### config.mk
export PLATFORM = sky130hd
export DESIGN_NAME = quad_encoder_tracker
export DESIGN_NICKNAME = d
export VERILOG_FILES = /design/src/rtl/quad_encoder_tracker_pkg.sv /design/src/rtl/quad_channel.sv /design/src/rtl/quad_encoder_tracker.sv
export SDC_FILE = /design/constraint.sdc
export NUM_CORES = 1
export LEC_CHECK = 0
export CAP_MARGIN = 20
export CORE_ASPECT_RATIO = 1.5
export CORE_MARGIN = 8
export CORE_UTILIZATION = 45
export DETAILED_ROUTE_END_ITERATION = 12
export HOLD_SLACK_MARGIN = 0.15
export PLACE_DENSITY_LB_ADDON = 0.05
export RECOVER_POWER = 50
export SYNTH_ARGS = -nofsm -noshare
export SYNTH_HDL_FRONTEND = slang
export SYNTH_SLANG_ARGS = --single-unit
### constraint.sdc
create_clock -name clk -period 3.99 [get_ports clk]
set_input_delay 0.798 -clock clk [delete_from_list [all_inputs] [get_ports clk]]
set_output_delay 0.798 -clock clk [all_outputs]
set_load 0.02 [all_outputs]
### src/rtl/quad_encoder_tracker_pkg.sv
// Shared definitions for the quadrature encoder tracker: Gray phase constants,
// channel FSM states and the forward/reverse phase successor helpers.
package quad_encoder_tracker_pkg;

   localparam logic [1:0] PH_00 = 2'b00;
   localparam logic [1:0] PH_01 = 2'b01;
   localparam logic [1:0] PH_11 = 2'b11;
   localparam logic [1:0] PH_10 = 2'b10;

   typedef enum logic {
      ST_INIT  = 1'b0,
      ST_TRACK = 1'b1
   } state_e;

   // Forward sequence is 00 -> 01 -> 11 -> 10 -> 00.
   function automatic logic [1:0] phase_next(input logic [1:0] ph);
      case (ph)
         PH_00:   return PH_01;
         PH_01:   return PH_11;
         PH_11:   return PH_10;
         default: return PH_00;
      endcase
   endfunction

   function automatic logic [1:0] phase_prev(input logic [1:0] ph);
      case (ph)
         PH_00:   return PH_10;
         PH_10:   return PH_11;
         PH_11:   return PH_01;
         default: return PH_00;
      endcase
   endfunction

endpackage

### src/rtl/quad_channel.sv
// One encoder channel: 2-flop pin synchroniser, debounce filter, phase-tracking FSM
// and the up/down position counter with direction, step and sticky error flags.
module quad_channel
   import quad_encoder_tracker_pkg::*;
#(
   parameter int unsigned CNT_W    = 16,
   parameter int unsigned DEB_CYC  = 4,
   parameter int unsigned SATURATE = 0
) (
   input  logic             clk,
   input  logic             rst,
   input  logic             a,
   input  logic             b,
   input  logic             clear,
   output logic [CNT_W-1:0] count,
   output logic             dir,
   output logic             step,
   output logic             err
);

   localparam int unsigned      DebW   = $clog2(DEB_CYC + 1);
   localparam logic [DebW-1:0]  DebMax = DebW'(DEB_CYC);
   localparam logic [DebW-1:0]  DebOne = DebW'(1);
   localparam logic [CNT_W-1:0] CntOne = CNT_W'(1);
   localparam logic [CNT_W-1:0] CntMax = '1;

   logic [1:0]       sync1_q, sync2_q;
   logic [1:0]       cand_q, cand_d;
   logic [DebW-1:0]  deb_cnt_q, deb_cnt_d;
   logic             done_q, done_d;
   logic             accept;
   state_e           st_q, st_d;
   logic [1:0]       prev_q, prev_d;
   logic [CNT_W-1:0] count_q, count_d;
   logic             dir_q, dir_d;
   logic             step_q, step_d;
   logic             err_q, err_d;

   always_ff @(posedge clk) begin
      if (rst) begin
         sync1_q   <= PH_00;
         sync2_q   <= PH_00;
         cand_q    <= PH_00;
         deb_cnt_q <= '0;
         done_q    <= 1'b0;
         st_q      <= ST_INIT;
         prev_q    <= PH_00;
         count_q   <= '0;
         dir_q     <= 1'b0;
         step_q    <= 1'b0;
         err_q     <= 1'b0;
      end else begin
         sync1_q   <= {b, a};
         sync2_q   <= sync1_q;
         cand_q    <= cand_d;
         deb_cnt_q <= deb_cnt_d;
         done_q    <= done_d;
         st_q      <= st_d;
         prev_q    <= prev_d;
         count_q   <= count_d;
         dir_q     <= dir_d;
         step_q    <= step_d;
         err_q     <= err_d;
      end
   end

   // A candidate is accepted exactly once, on the cycle its stability count hits DEB_CYC.
   always_comb begin
      cand_d    = cand_q;
      deb_cnt_d = deb_cnt_q;
      done_d    = done_q;
      accept    = (deb_cnt_q == DebMax) && !done_q;
      if (sync2_q != cand_q) begin
         cand_d    = sync2_q;
         deb_cnt_d = '0;
         done_d    = 1'b0;
      end else begin
         if (deb_cnt_q != DebMax) deb_cnt_d = deb_cnt_q + DebOne;
         if (accept) done_d = 1'b1;
      end
   end

   always_comb begin
      st_d    = st_q;
      prev_d  = prev_q;
      count_d = count_q;
      dir_d   = dir_q;
      step_d  = 1'b0;
      err_d   = err_q;
      if (accept) begin
         prev_d = cand_q;
         case (st_q)
            ST_INIT: st_d = ST_TRACK;
            default: begin
               if (cand_q == phase_next(prev_q)) begin
                  step_d = 1'b1;
                  dir_d  = 1'b1;
                  if (!(SATURATE != 0 && count_q == CntMax)) count_d = count_q + CntOne;
               end else if (cand_q == phase_prev(prev_q)) begin
                  step_d = 1'b1;
                  dir_d  = 1'b0;
                  if (!(SATURATE != 0 && count_q == '0)) count_d = count_q - CntOne;
               end else if (cand_q != prev_q) begin
                  err_d = 1'b1;
               end
            end
         endcase
      end
      // Clear overrides the counter and error only; a coincident step still pulses.
      if (clear) begin
         count_d = '0;
         err_d   = 1'b0;
      end
   end

   assign count = count_q;
   assign dir   = dir_q;
   assign step  = step_q;
   assign err   = err_q;

endmodule

### src/rtl/quad_encoder_tracker.sv
// Multi-channel quadrature encoder tracker: NUM_CH independent channels with packed
// position outputs, channel i occupying count[i*CNT_W +: CNT_W].
module quad_encoder_tracker
   import quad_encoder_tracker_pkg::*;
#(
   parameter int unsigned NUM_CH   = 2,
   parameter int unsigned CNT_W    = 16,
   parameter int unsigned DEB_CYC  = 4,
   parameter int unsigned SATURATE = 0
) (
   input  logic                    clk,
   input  logic                    rst,
   input  logic [NUM_CH-1:0]       quad_a,
   input  logic [NUM_CH-1:0]       quad_b,
   input  logic [NUM_CH-1:0]       clear,
   output logic [NUM_CH*CNT_W-1:0] count,
   output logic [NUM_CH-1:0]       dir,
   output logic [NUM_CH-1:0]       step,
   output logic [NUM_CH-1:0]       err
);

   for (genvar i = 0; i < NUM_CH; i++) begin : g_ch
      quad_channel #(
         .CNT_W    (CNT_W),
         .DEB_CYC  (DEB_CYC),
         .SATURATE (SATURATE)
      ) u_ch (
         .clk   (clk),
         .rst   (rst),
         .a     (quad_a[i]),
         .b     (quad_b[i]),
         .clear (clear[i]),
         .count (count[i*CNT_W +: CNT_W]),
         .dir   (dir[i]),
         .step  (step[i]),
         .err   (err[i])
      );
   end

endmodule

==> reports/metrics.cfg <==
[placed_design]
count_of_port_buffers_added_during_placement=45
place_congestion=0.8299
dpl.cell_count=615
dp_hpwl_um=7051
preCtsSetupSlack_ns=0.9268

[floorplan]
horiz_die_dim_um=92.21
i_o_pins=46
core_area_mm2=0.008464
rows=41
fp.dieH_um=130.3
die_area_mm2=0.01202
initial_core_utilization_pct=46.31

[yosys]
synth.top_cells.by_area=sky130_fd_sc_hd__dfxtp_1 33%, sky130_fd_sc_hd__ha_1 11%, sky130_fd_sc_hd__a21oi_1 5.5%
synth_nets=524
netlist_top_cells_count=64 x sky130_fd_sc_hd__dfxtp_1, 54 x sky130_fd_sc_hd__nand2_1, 43 x sky130_fd_sc_hd__a21oi_1
async_flop_share_pct=0
synth_warnings=0
post_synth.cell_area_avg_um2=8.184
synth.lib_cells_used.distinct=56
synth_seq_cells=64
yosysMostFrequentCell=sky130_fd_sc_hd__dfxtp_1
synthDominantAreaCellType=sky130_fd_sc_hd__dfxtp_1
synth-seq-area-share_pct=32.68
synth_ff_type=sky130_fd_sc_hd__dfxtp_1
syn_inst=479
syn-cell-area_mm2=0.003920
synth_edf_count=0
synthDominantCellAreaShare_pct=32.68

[global_routing]
antenna_found_initial=0
groute.usage.overall_pct=16.35
grtUsageMet3_pct=3.736
grt.met1_usage_pct=16.92
grt_pass1_vias=3523
grt_first_pass_wirelength_um=16250
globalRoute.totalOverflow=0
gr-usage-met2_pct=31.55
grt_max_degree=26
top_usage_layer=met2

[setup_path]
endpoint=g_ch[1].u_ch.count[15]$_SDFFE_PP0P_
timing.critical_path.depth=11
critical-path-top-delay-family=simple AND/OR/NAND/NOR gates
startpoint=g_ch[1].u_ch.cand_q[1]$_SDFFE_PP0P_
cp_num_buf_inv=2
reg2reg_start=g_ch[1].u_ch.cand_q[1]$_SDFFE_PP0P_
path_max_fanout=17
path_cells=xor2_1 > nor2_1 > buf_4 > inv_1 > ha_1 > nand2_1 > a2111oi_2 > nor2_1 > o211a_1 > nor4b_1 > nand3b_1
ff2ff_path_depth=11
cp_common_cell=sky130_fd_sc_hd__nor2_1
timing.setup.critical_path_class=reg2reg
data_arrival_time_of_the_critical_path_ns=3.30
crit_path_top_delay_cell=sky130_fd_sc_hd__ha_1
setup.reg_to_reg.worst_slack_ns=0.96
timing.rr.end=g_ch[1].u_ch.count[15]$_SDFFE_PP0P_
endpoint_kind=flip-flop
critical_path_required_ns=4.26
crit_path_start_kind=flip-flop
crit_path_max_incr_delay_ns=0.47

[clock_network]
numClockSinks=64
cts_inserted_buffers=9
clkTransAtPathRegs_ns=0.06
postCtsSetupBuffers=0
hold_buffers=0
htree_num_levels=3
post_cts.resized_instances=0
clock_tree.root_cell=sky130_fd_sc_hd__clkbuf_16
worstSkewPairLatency_ns=0.33
ctsLongestPathBuffers=2
tritoncts_clock_tree=yes

[final_layout]
fin_util_pct=56.01
antenna_diode_count=0
synthToLayoutAreaGrowth_pct=20.94
instances_no_fill=631
layout_filler_cell_count=829
finalNetCount=564
final_layout_size_suffix_gt1_share_pct=5.534

[detailed_routing]
drt.antenna.violating_nets=0
via_per_instance_ratio=5.656
drt_wl_total_um=9553
remaining_drc_errors=0
via_count=3569
drt_iter0_drc=99
drtPass1Iterations=4
dr_wl_cell_um=15.14

[sta]
min_period_over_period_pct=75.89
max_freq_ghz=0.3302
finalSetupViolCount=0
rsz_0062_raised_after_global_routing=false
max_slew.worst_pin.slew_ns=1.135
fin_skew_ns=0.006348
maxSlewViolCount=0
relSlewSlack_pct=24.35
layout_setup_ws_ns=0.9619
finalHoldViolCount=0
setup_total_negative_slack_ns=0
final_period_minus_worst_setup_slack_ns=3.028

[pwr]
cell_pwr_density_mw_per_mm2=329.9
power.total_w=0.001564
vdd_ir_drop_max_uv=258.2
power.static_leakage_nw=1.953

[worst_hold_path]
holdCritPathClass=reg2reg

[run]
timing.max_cap.violations=0

[outcome]
run_status=finished, final reports clean

[cells by family (layout without fill, tap and decap cells)]
| logic type | after synthesis | in the layout | synth area share [%] |
|---|---|---|---|
| AOI/OAI and AO/OA | 121 | 121 | 20.36 |
| xor gates and xnor gates | 29 | 29 | 6.480 |
| adders and majority gates | 37 | 37 | 12.19 |
| buffers and inverters | 35 | 80 | 4.117 |
| DFF | 64 | 64 | 32.68 |
| and+or+nand+nor | 193 | 193 | 24.16 |
[layout make-up]
type | instances | area, um2 | area share, %
clock buffer | 10 | 239.0 | 5.041
inverter | 13 | 48.80 | 1.029
timing repair buffer | 51 | 491.7 | 10.37
tap | 107 | 133.9 | 2.824
sequential | 64 | 1281 | 27.03
multi-input combinational | 380 | 2477 | 52.26
clock inverter | 6 | 68.82 | 1.452
[cells in the final DEF (no fill, tap or decap), types with 6 or more instances in the layout]
cell,netlist,final
sky130_fd_sc_hd__dfxtp_1,64,64
sky130_fd_sc_hd__nand2_1,54,54
sky130_fd_sc_hd__a21oi_1,43,43
sky130_fd_sc_hd__nor2_1,36,36
sky130_fd_sc_hd__ha_1,35,35
sky130_fd_sc_hd__nand3_1,29,29
sky130_fd_sc_hd__clkdlybuf4s50_1,0,25
sky130_fd_sc_hd__o21ai_0,21,21
sky130_fd_sc_hd__dlygate4sd3_1,0,20
sky130_fd_sc_hd__nor3_1,18,18
sky130_fd_sc_hd__xor2_1,15,15
sky130_fd_sc_hd__xnor2_1,14,14
sky130_fd_sc_hd__nor2b_1,14,14
sky130_fd_sc_hd__inv_1,12,12
sky130_fd_sc_hd__or3_1,12,12
sky130_fd_sc_hd__clkbuf_16,0,9
sky130_fd_sc_hd__a21o_1,8,8
sky130_fd_sc_hd__o21a_1,8,8
sky130_fd_sc_hd__nand3b_1,6,6
[metal layers]
metal | routed length (um) | vias up
met2 | 5111 | 62
met3 | 419 | 15
met5 | 0 | -
met4 | 122 | 0
met1 | 3898 | 1696
li1 | - | 1796
[power by group]
group,internal [W],total [W],leakage (nW),switching [W]
logic,0.0000403,0.0000978,1.29,0.0000576
registers,0.000650,0.000658,0.518,0.00000822
clock network,0.000502,0.000808,0.149,0.000306
[how the worst min path moves through the flow]
stage | from | end | slack (ns) | cells after the start
4_1_cts | g_ch[0].u_ch.sync1_q[0]$_SDFF_PP0_ | g_ch[0].u_ch.sync2_q[0]$_SDFF_PP0_ | 0.45 | 1
3_5_place_dp | g_ch[0].u_ch.sync1_q[0]$_SDFF_PP0_ | g_ch[0].u_ch.sync2_q[0]$_SDFF_PP0_ | 0.43 | 1
5_1_grt | g_ch[0].u_ch.sync1_q[0]$_SDFF_PP0_ | g_ch[0].u_ch.sync2_q[0]$_SDFF_PP0_ | 0.46 | 1
6_report | g_ch[0].u_ch.sync1_q[0]$_SDFF_PP0_ | g_ch[0].u_ch.sync2_q[0]$_SDFF_PP0_ | 0.44 | 1
2_1_floorplan | g_ch[0].u_ch.sync1_q[0]$_SDFF_PP0_ | g_ch[0].u_ch.sync2_q[0]$_SDFF_PP0_ | 0.41 | 1
3_3_place_gp | g_ch[1].u_ch.sync1_q[1]$_SDFF_PP0_ | g_ch[1].u_ch.sync2_q[1]$_SDFF_PP0_ | 0.42 | 1
[state kept, by name (all words and copies together) (netlist names)]
| signal | flops |
|---|---|
| g_ch.u_ch.count | 32 |
| g_ch.u_ch.cand_q | 4 |
| g_ch.u_ch.done_q | 2 |
| g_ch.u_ch.sync2_q | 4 |
| g_ch.u_ch.st_q | 2 |
| g_ch.u_ch.step | 2 |
| g_ch.u_ch.err | 2 |
| g_ch.u_ch.prev_q | 4 |
| g_ch.u_ch.sync1_q | 4 |
| g_ch.u_ch.dir | 2 |
| g_ch.u_ch.deb_cnt_q | 6 |
[per-stage QoR]
stage / hold WS (ns) / instance area (um2)
2_1_floorplan: 0.4138 / 3920
3_3_place_gp: 0.4249 / 4437
3_5_place_dp: 0.4315 / 4437
4_1_cts: 0.4487 / 4745
5_1_grt: 0.4631 / 4741
6_report: 0.4439 / 4741
[worst reg2reg max path, cell delays in order (launching register included)]
cell and delay, ns:
sky130_fd_sc_hd__dfxtp_1 0.35, sky130_fd_sc_hd__xor2_1 0.17, sky130_fd_sc_hd__nor2_1 0.10, sky130_fd_sc_hd__buf_4 0.16
sky130_fd_sc_hd__inv_1 0.28, sky130_fd_sc_hd__ha_1 0.48, sky130_fd_sc_hd__nand2_1 0.11, sky130_fd_sc_hd__a2111oi_2 0.45
sky130_fd_sc_hd__nor2_1 0.19, sky130_fd_sc_hd__o211a_1 0.26, sky130_fd_sc_hd__nor4b_1 0.28, sky130_fd_sc_hd__nand3b_1 0.14
Note: power is estimated with default switching activity, not from simulation.
